<file path="src/rtl/shift_seq_ctrl.sv">
// shift_seq_ctrl: sequences a single-step shift_reg into a multi-position shifter
module shift_seq_ctrl #(
    parameter int WIDTH = 8,
    parameter int AW    = $clog2(WIDTH + 1)
) (
    input  logic             clk,
    input  logic             rst_n,
    input  logic             cmd_valid,
    output logic             cmd_ready,
    input  logic [WIDTH-1:0] cmd_data,
    input  logic             cmd_dir,
    input  logic [AW-1:0]    cmd_amt,
    output logic             rsp_valid,
    input  logic             rsp_ready,
    output logic [WIDTH-1:0] rsp_data,
    output logic             busy,
    output logic             sr_load,
    output logic             sr_left_right,
    output logic [WIDTH-1:0] sr_data_in,
    input  logic [WIDTH-1:0] sr_data_out
);
    localparam logic [AW-1:0] MAX_AMT = AW'(WIDTH);
    typedef enum logic [1:0] {IDLE = 2'd0, SHIFT = 2'd1, DONE = 2'd2} state_t;
    state_t           r_state, w_next;
    logic [WIDTH-1:0] r_data;
    logic [AW-1:0]    r_steps;
    logic             r_dir, r_first, r_zero;
    logic             r_cmd_ready, r_rsp_valid, r_busy, r_load;
    always_comb begin
        w_next = (r_state == IDLE)  ? (cmd_valid ? ((cmd_amt == '0) ? DONE : SHIFT) : IDLE) :
                 (r_state == SHIFT) ? ((r_steps == AW'(1)) ? DONE : SHIFT) :
                 (r_state == DONE)  ? (rsp_ready ? IDLE : DONE) : IDLE;
    end
    // Handshake and load flags are registered from the next state so they never glitch.
    always_ff @(posedge clk or negedge rst_n) begin
        if (!rst_n) begin
            r_state     <= IDLE;
            r_data      <= '0;
            r_dir       <= 1'b0;
            r_steps     <= '0;
            r_first     <= 1'b0;
            r_zero      <= 1'b0;
            r_cmd_ready <= 1'b1;
            r_rsp_valid <= 1'b0;
            r_busy      <= 1'b0;
            r_load      <= 1'b0;
        end else begin
            r_state     <= w_next;
            r_cmd_ready <= (w_next == IDLE);
            r_busy      <= (w_next != IDLE);
            r_rsp_valid <= (w_next == DONE);
            r_load      <= (w_next == SHIFT);
            if (r_state == IDLE && cmd_valid) begin
                r_data  <= cmd_data;
                r_dir   <= cmd_dir;
                r_steps <= (cmd_amt > MAX_AMT) ? MAX_AMT : cmd_amt;
                r_first <= 1'b1;
                r_zero  <= (cmd_amt == '0);
            end
            if (r_state == SHIFT) begin
                r_first <= 1'b0;
                r_steps <= r_steps - AW'(1);
            end
        end
    end
    assign cmd_ready     = r_cmd_ready;
    assign rsp_valid     = r_rsp_valid;
    assign busy          = r_busy;
    assign sr_load       = r_load;
    assign sr_left_right = r_dir;
    assign sr_data_in    = (r_load && !r_first) ? sr_data_out : r_data;
    assign rsp_data      = r_zero ? r_data : sr_data_out;
endmodule

</file>
<file path="config.mk">
export PLATFORM = sky130hd
export DESIGN_NAME = shift_seq_ctrl
export DESIGN_NICKNAME = d
export VERILOG_FILES = /design/src/rtl/shift_seq_ctrl.sv
export SDC_FILE = /design/constraint.sdc
export NUM_CORES = 1
export LEC_CHECK = 0
export ABC_AREA = 1
export CAP_MARGIN = 0
export CELL_PAD_IN_SITES_DETAIL_PLACEMENT = 0
export CELL_PAD_IN_SITES_GLOBAL_PLACEMENT = 1
export CORE_ASPECT_RATIO = 1.5
export CORE_MARGIN = 2
export CORE_UTILIZATION = 32
export DETAILED_ROUTE_END_ITERATION = 7
export GPL_ROUTABILITY_DRIVEN = 0
export GPL_TIMING_DRIVEN = 0
export PLACE_DENSITY = 0.82
export SETUP_SLACK_MARGIN = 0.05
export SLEW_MARGIN = 25
export SYNTH_ARGS = -nofsm -noshare
export SYNTH_HDL_FRONTEND = slang
export SYNTH_SLANG_ARGS = --single-unit
</file>
<file path="constraint.sdc">
create_clock -name clk -period 2.4 [get_ports clk]
set_clock_uncertainty 0.05 [all_clocks]
set_input_delay 0.36 -clock clk [delete_from_list [all_inputs] [get_ports clk]]
set_output_delay 0.36 -clock clk [all_outputs]
set_load 0.02 [all_outputs]
</file>
After elaboration in Yosys (flattened, before gate mapping). Index checks and enable logic that the tools add are counted.

Register bits after elaboration: 21. Bits of input ports: 25. Output and inout port bits: 21. Word-level logic and storage cells: 39.

$add $sub $neg: 1. $lt $le $gt $ge: 1. Equal/unequal tests: 5. Muxes and demuxes: 14. Reduce and logical (&&, ||, !) cells: 8.

Operators with widths (count): $mux W8 (2); $mux W2 (7); $mux W4 (3); $eq A2 B1 Y1 const B (2); $eq A2 B2 Y1 const B (2); $eq A4 B1 Y1 const B (1); $gt A4 B4 Y1 const B (1); $logic_not A2 Y1 (2); $logic_not A4 Y1 (1); $reduce_bool A2 Y1 (2); $sub A4 B1 Y4 const B (1); $logic_and A1 B1 Y1 (2); $mux W1 (2); $logic_not A1 Y1 (1).

Depth between registers and ports, before layout. Gate-level depths: netlist of the first run.

Word-level depth: 5. Mapped depth: 7. Depth with buffers taken out: 7.

Worst setup path after synthesis of the first run. Ideal clock, no wire load.

Kind: flip-flop to output port. From: register r_load, in the netlist sr_load. To: output port sr_data_in[0]. Arrival time: 1.262 ns. Required time: 1.990 ns. Path slack: 0.728 ns. Stages on the path, launching flop included: 4. Path buffers: 1. Cell sequence: dfrtp_1 nand2_1 buf_2 o21ai_0.

Word-level cells in the longest chain between the ends: 2.

RTL lines: start: declaration (RTL line 28) `logic r_cmd_ready, r_rsp_valid, r_busy, r_load;`; start signal: assignment (RTL line 52) `r_load <= (w_next == SHIFT);`; $logic_and A1 B1 Y1 (RTL line 71) `assign sr_data_in = (r_load && !r_first) ? sr_data_out : r_data;`; $mux W8 (RTL line 71); end: declaration (RTL line 19) `output logic [WIDTH-1:0] sr_data_in,`.

No other way between the ends.

Worst setup path in the final report of the first run.
From: register r_zero. To: output port rsp_data[4].

Word-level cells in the longest chain between the ends: 1.

RTL lines: start: declaration (RTL line 27) `logic r_dir, r_first, r_zero;`; start signal: assignment (RTL line 58) `r_zero <= (cmd_amt == '0);`; $mux W8 (RTL line 72) `assign rsp_data = r_zero ? r_data : sr_data_out;`; end: declaration (RTL line 15) `output logic [WIDTH-1:0] rsp_data,`.

No other way between the ends.

==> results of run 1 <==
[worst paths after layout]
path	endpoint	slack, ns	cells past startpoint
hold / removal	r_state[1]$_DFF_PN0_	-0.004	1
hold reg to reg	sr_left_right$_DFFE_PN0P_	0.44	2
setup / recovery	rsp_data[4]	0.23	4
min in group clk	sr_left_right$_DFFE_PN0P_	0.44	2
max in group asynchronous	cmd_ready$_DFF_PN1_	1.96	1
setup reg to reg	r_zero$_DFFE_PN0P_	1.18	5
[Yosys cell counts]
cell type  instances
buf_8              1
nand3_2            1
nor3_2             1
dfstp_2            1
nor2_4             2
ha_1               2
inv_1             19
nand2_4            1
nand3b_1           1
inv_2              1
nand2_1           65
o21ai_0           20
nor2_1            12
nand3_1            8
dfrtp_1           20
a21oi_1            1
buf_2              2
buf_4              1
o22ai_1            1
[worst max-delay path: stages, from the launching register on]
cell             delay [ns]
dfrtp_1                0.44
buf_2                  0.24
nand2_1                0.07
o21ai_0                0.09
clkdlybuf4s50_1        0.66
[cell usage in the layout (no fill, tap or decap)]
cell / n
nand2_1: 65
clkdlybuf4s50_1: 36
o21ai_0: 20
dfrtp_1: 20
inv_1: 19
nor2_1: 12
nand3_1: 8
dlymetal6s2s_1: 8
buf_2: 3
clkbuf_8: 3
nor2_4: 2
ha_1: 2
inv_2: 1
nand2_4: 1
nand3b_1: 1
nand3_2: 1
buf_8: 1
buf_4: 1
nor3_2: 1
o22ai_1: 1
a21oi_1: 1
clkinv_2: 1
dfstp_2: 1
[timing repair]
action	4_1_cts	5_1_grt
resized for setup	0	8
endpoints found under the setup margin	0	8
buffers inserted	0	0
[registers in the layout, summed over array words and instances (netlist names)]
register / cells
sr_load: 1
rsp_valid: 1
r_zero: 1
r_steps: 4
cmd_ready: 1
r_state: 2
r_first: 1
sr_left_right: 1
r_data: 8
busy: 1
[final cells by class]
| cell class | instances | area, um^2 | share of cell area (%) |
|---|---|---|---|
| buffer | 4 | 32.53 | 1.885 |
| multi-input combinational | 115 | 526.8 | 30.53 |
| clock buffer | 3 | 41.29 | 2.393 |
| tap | 42 | 52.55 | 3.046 |
| clock inverter | 1 | 5.005 | 0.2901 |
| inverter | 20 | 75.07 | 4.351 |
| timing repair buffer | 45 | 465.4 | 26.98 |
| sequential | 21 | 526.8 | 30.53 |
[power by group]
part           total, mW  internal, mW  switching, mW  leakage [nW]
sequential         0.637         0.523          0.114         0.256
clock              0.228         0.115          0.112        0.0255
combinational       1.13         0.486          0.644         0.658
total               1.99          1.12          0.870         0.940
[layer usage]
metal | wire length (um) | global-route usage [%]
met5 | 0 | 0
met1 | 1145 | 15.17
met4 | 31 | 5.128
met2 | 1502 | 28.00
met3 | 174 | 2.308
[through the flow]
step	std cells	power, mW	worst slack [ns]	util [%]
floorplan	160	1.329	0.7283	-
global placement	247	1.772	0.3490	48.26
detailed placement	247	1.807	0.2940	48.26
CTS	251	2.038	0.06094	49.60
global route	251	2.176	0.07256	50.04
finish	251	1.994	0.2266	50.04
[cell families (layout without fill, tap and decap cells)]
kind of cell | after synthesis | count (layout) | synth area share [%]
compound gates | 22 | 22 | 9.591
fa+ha+maj | 2 | 2 | 2.155
buf+inv | 24 | 73 | 9.267
flops | 21 | 21 | 45.37
simple gates | 91 | 91 | 33.62
==> summary.md, run 1 <==
| Metric | Value |
|---|---|
| Status | finished with violations |
| Failing checks | negative hold slack |
| Final Hold Fails | 7 |
| First-pass GRT wire length | 4.643 mm |
| Final #Nets | 237 |
| Worst R2R Start | r_state[0]$_DFF_PN0_ |
| Vias per Instance | 4.594 |
| Yosys warnings | 0 |
| Post-route DRC | 0 |
| Area grow syn2layout | 48.60% |
| All-Layer GR Usage | 14.65% |
| Crit share post-route | 90.56% |
| Layout cell share with drive strength beyond 1 | 7.656% |
| Final wirelength | 2.854 mm |
| Yosys top cell by area | dfrtp_1 |
| Initial Util | 33.67% |
| Fillers | 357 |
| Core area | 3448 um^2 |
| Flops & latches, synth | 21 |
| Antenna Nets Post-Route | 0 |
| Final Cell Area | 1725 um^2 |
| CP required | 1.99 ns |
| Endpoints failing setup | 0 |
| I/O pins | 46 |
| Setup TNS | 0 ns |
| Hold crit path type | input pin to asynchronous set/reset pin |
| Final Slew Violations | 0 |
| Worst hold slack | -0.003619 ns |
| Fmax achieved | 460.1 MHz |
| Critical path type | register to primary output |
| Drt pass-1 iters | 4 |
| Worst Setup End Kind | primary output |
| Pleak | 0.9395 nW |
| Post-DP HPWL | 2.287 mm |
| Post-layout min period | 2.173 ns |
| CTS max path bufs | 2 |
| Largest net degree at the start of global routing | 22 |
| Mean Syn Cell Area | 7.257 um^2 |
| Die X | 53.19 um |
| VDD IR max | 0.0006668 V |
| Clock latency on the worst-skew pair | 0.26 ns |
| Sequential share of the synthesized area | 45.37% |
| Cell Rows | 26 |
| Post-synthesis instance total | 160 |
| Most area-consuming cells after synthesis | dfrtp_1 (43%), nand2_1 (21%), o21ai_0 (8.6%) |
| Vias in the first global route | 1147 |
| RSZ-0062 raised after global routing | no |
| Setup crit start | r_zero$_DFFE_PN0P_ |
| Max cap viols | 0 |
| Drt wl/cell | 11.37 um |
| Startpoint types | register |
| Worst-margin pin slew | 0.4683 ns |
| Port bufs | 45 |
| Antenna violations before repair | 0 |
| CTS clock-pin slew for the worst setup and hold paths | 0.08 ns |
| Post-Syn Area | 1161 um^2 |
| Syn_nets | 187 |
| Count of cell types in the netlist | 19 |
| Post-DP Area | 1664 um^2 |
| 1st-iter DRT viols | 28 |
| Rel. slew slack | 68.78% |
| Critical Path AT | 1.76 ns |
| Vias | 1153 |
| Total grt overflow | 0 |
| Worst-path fanout max | 10 |
| CTS Buf Count | 3 |
| Synth top area share | 43.10% |
| CTS tree | yes |
| Die ar. | 4136 um^2 |
| Root Buffer Master | clkbuf_8 |
| CTS sink count | 21 |
| Power Density | 1156 nW/um^2 |
| Die Ht | 77.78 um |
| H-tree depth | 1 |
| Antenna fix cells | 0 |
| Hold buffers post-CTS | 0 |
Power figures use the tool's default switching activity.
==> inputs of run 2 (changes only) <==
--- a/config.mk
+++ b/config.mk
@@ -5,17 +5,17 @@
 export SDC_FILE = /design/constraint.sdc
 export NUM_CORES = 1
 export LEC_CHECK = 0
-export ABC_AREA = 1
-export CAP_MARGIN = 0
+export ABC_AREA = 0
+export CAP_MARGIN = 15
 export CELL_PAD_IN_SITES_DETAIL_PLACEMENT = 0
 export CELL_PAD_IN_SITES_GLOBAL_PLACEMENT = 1
 export CORE_ASPECT_RATIO = 1.5
 export CORE_MARGIN = 2
-export CORE_UTILIZATION = 32
+export CORE_UTILIZATION = 34
 export DETAILED_ROUTE_END_ITERATION = 7
 export GPL_ROUTABILITY_DRIVEN = 0
 export GPL_TIMING_DRIVEN = 0
-export PLACE_DENSITY = 0.82
+export PLACE_DENSITY = 0.81
 export SETUP_SLACK_MARGIN = 0.05
 export SLEW_MARGIN = 25
 export SYNTH_ARGS = -nofsm -noshare
==> summary.md, run 2 <==
| Metric | Value |
|---|---|
| Root Buffer Master | clkbuf_8 |
| Power Density | 1190 nW/um^2 |
| I/O pins | 46 |
| First-pass GRT wire length | 4.429 mm |
| Cell Rows | 25 |
| Clock share of power | 11.5% |
| Fmax achieved | 450.9 MHz |
| Worst r2r path cells | 4 |
| Hold buffers post-CTS | 0 |
| Startpoint types | register |
| WP buf/inv | 2 |
| Total grt overflow | 0 |
| Mean Syn Cell Area | 11.47 um^2 |
| Worst-margin pin slew | 0.5346 ns |
| Layout Cells excl Fill | 187 |
| Critical path type | register to primary output |
| Yosys warnings | 0 |
| Syn_nets | 125 |
| CP required | 1.99 ns |
| Synth cell count leaders | mux2_2 (25), dfrtp_1 (20), nand2_1 (7) |
| Post-synthesis instance total | 98 |
| Seq pwr share | 31.9% |
| Area taken by multi-input logic gates | 551.8 um^2 |
| Hold crit path type | input pin to asynchronous set/reset pin |
| Die X | 50.94 um |
| Final #Nets | 175 |
| Die Ht | 74.41 um |
| Vias in the first global route | 926 |
| Post-DP HPWL | 1.942 mm |
| Initial Util | 35.56% |
| Worst-path fanout max | 8 |
| Drt wl/cell | 13.82 um |
| Antenna fix cells | 0 |
| Final wirelength | 2.585 mm |
| Combinational share of power | 56.6% |
| VDD IR max | 0.0006291 V |
| Post-synth EDFFs | 0 |
| Worst hold slack | -0.004641 ns |
| Final Util | 52.71% |
| Setup crit start | sr_load$_DFF_PN0_ |
| Rel. slew slack | 64.03% |
| Overall power | 1.981 mW |
| Most used DFF post-synth | dfrtp_1 |
| CTS max path bufs | 2 |
| Antenna violations before repair | 0 |
| FF/Latch Area | 526.8 um^2 |
| 1st-iter DRT viols | 15 |
| Sequential share of the synthesized area | 46.88% |
| CTS tree | yes |
| Max cap viols | 0 |
| Setup Buffers After CTS | 0 |
| All-Layer GR Usage | 15.32% |
| Failing checks | negative hold slack |
| Crit share post-route | 92.42% |
| Top Registers | r_data (8), r_steps (4), r_state (2) |
| Port bufs | 45 |
| Most flops, register | r_data |
| CTS sink count | 21 |
| H-tree depth | 1 |
| Sw Share | 37.44% |
| Reg2Reg Setup Slack | 0.88 ns |
| Yosys top cell by area | dfrtp_1 |
| Endpoints failing setup | 0 |
| Psw | 0.7418 mW |
| Most common cell after layout, fill and taps aside | clkdlybuf4s50_1 |
| Antenna Nets Post-Route | 0 |
| Most area-consuming cells after synthesis | dfrtp_1 (45%), mux2_2 (25%), dfstp_2 (2.3%) |
| Post-layout min period | 2.218 ns |
| Status | finished with violations |
| CP top delay family | buffers and inverters |
| Worst R2R Start | r_state[0]$_DFF_PN0_ |
| Critical Path AT | 1.81 ns |
| Clock latency on the worst-skew pair | 0.26 ns |
| CP Cell Sequence | nand2b_1 -> buf_2 -> mux2_2 -> clkdlybuf4s50_1 |
| RSZ-0062 raised after global routing | no |
| Vias | 943 |
| Slowest cell delay on critical path | 0.53 ns |
| Drt pass-1 iters | 4 |
| Flops & latches, synth | 21 |
| Largest net degree at the start of global routing | 22 |
| Most common cell in the netlist | mux2_2 |
| Final Hold Fails | 11 |
| Most frequent cells in the layout | clkdlybuf4s50_1 (44), mux2_2 (25), dfrtp_1 (20), nand2_1 (7) |
| Async SR Flop Fraction | 100.0% |
| Inst Count DP | 183 |
| Count of cell types in the netlist | 28 |
| Resize count post-CTS | 0 |
| Post-Syn Area | 1124 um^2 |
| Area grow syn2layout | 48.22% |
| Largest register FFs | 8 |
| Layout cell share with drive strength beyond 1 | 25.85% |
| Crit-path slowest cell | clkdlybuf4s50_1 |
| Reg2reg end | r_data[6]$_DFFE_PN0P_ |
| Core area | 3159 um^2 |
| Internal | 1.240 mW |
| Synth top area share | 44.54% |
| Pleak | 0.7041 nW |
| Vias per Instance | 5.043 |
| Post-route DRC | 0 |
| Final Slew Violations | 0 |
| Fillers | 300 |
| Die ar. | 3790 um^2 |
| CTS clock-pin slew for the worst setup and hold paths | 0.08 ns |
| Setup TNS | 0 ns |
| CTS Buf Count | 3 |
| Worst Setup End Kind | primary output |
-- run 2: cell types whose count changed after synthesis, sizes merged, moves of 6 or more --
cell | before | now
inv | 20 | 4
nand2 | 66 | 7
nor2 | 14 | 3
nand3 | 9 | 3
mux2 | 0 | 25
o21ai | 20 | 2
-- run 2: how the worst max path moves through the flow --
stage,endpoint,cells after the start
after floorplan,sr_data_in[0],3
after CTS,sr_data_in[0],4
final,sr_data_in[5],4
after global placement,rsp_data[3],3
after global routing,sr_data_in[2],4
after detailed placement,rsp_data[6],3
-- run 2: layer usage --
layer / up-vias / track usage (%) / wire length (um)
met3: 2 / 3.012 / 194
met1: 449 / 18.33 / 1098
met5: - / 0 / 0
met2: 43 / 27.56 / 1275
met4: 0 / 4.505 / 17
li1: 449 / - / -
-- run 2: cell families (layout without fill, tap and decap cells) --
| group | Yosys count | count (layout) | synth area share (%) |
|---|---|---|---|
| adders and majority gates | 2 | 2 | 2.227 |
| AOI/OAI and AO/OA | 15 | 15 | 8.353 |
| and+or+nand+nor | 26 | 26 | 13.47 |
| buffers and inverters | 9 | 58 | 4.008 |
| DFF | 21 | 21 | 46.88 |
| muxes | 25 | 25 | 25.06 |
-- run 2: final cells by class --
| cell class | count | share of cell area (%) |
|---|---|---|
| Clock inverter | 1 | 0.3005 |
| Multi-Input combinational cell | 68 | 33.13 |
| Clock buffer | 3 | 2.479 |
| Tap cell | 40 | 3.005 |
| Sequential cell | 21 | 31.63 |
| Buffer | 5 | 1.803 |
| Inverter | 4 | 0.9016 |
| Timing Repair Buffer | 45 | 26.75 |
-- run 2: power by group through the flow --
stage | registers (mW) | clock network (mW) | logic, mW
final | 0.632 | 0.227 | 1.12
after global routing | 0.657 | 0.251 | 1.22
after CTS | 0.629 | 0.238 | 1.14
after detailed placement | 0.634 | 0 | 1.13
after global placement | 0.626 | 0 | 1.11
after floorplan | 0.657 | 0 | 0.669
-- run 2: stage by stage --
| step | worst slack (ns) | instance area (um^2) |
|---|---|---|
| floorplan | 0.8886 | 1124 |
| global placement | 0.4153 | 1624 |
| detailed placement | 0.4034 | 1624 |
| CTS | 0.1688 | 1670 |
| global route | 0.07795 | 1665 |
| finish | 0.1820 | 1665 |
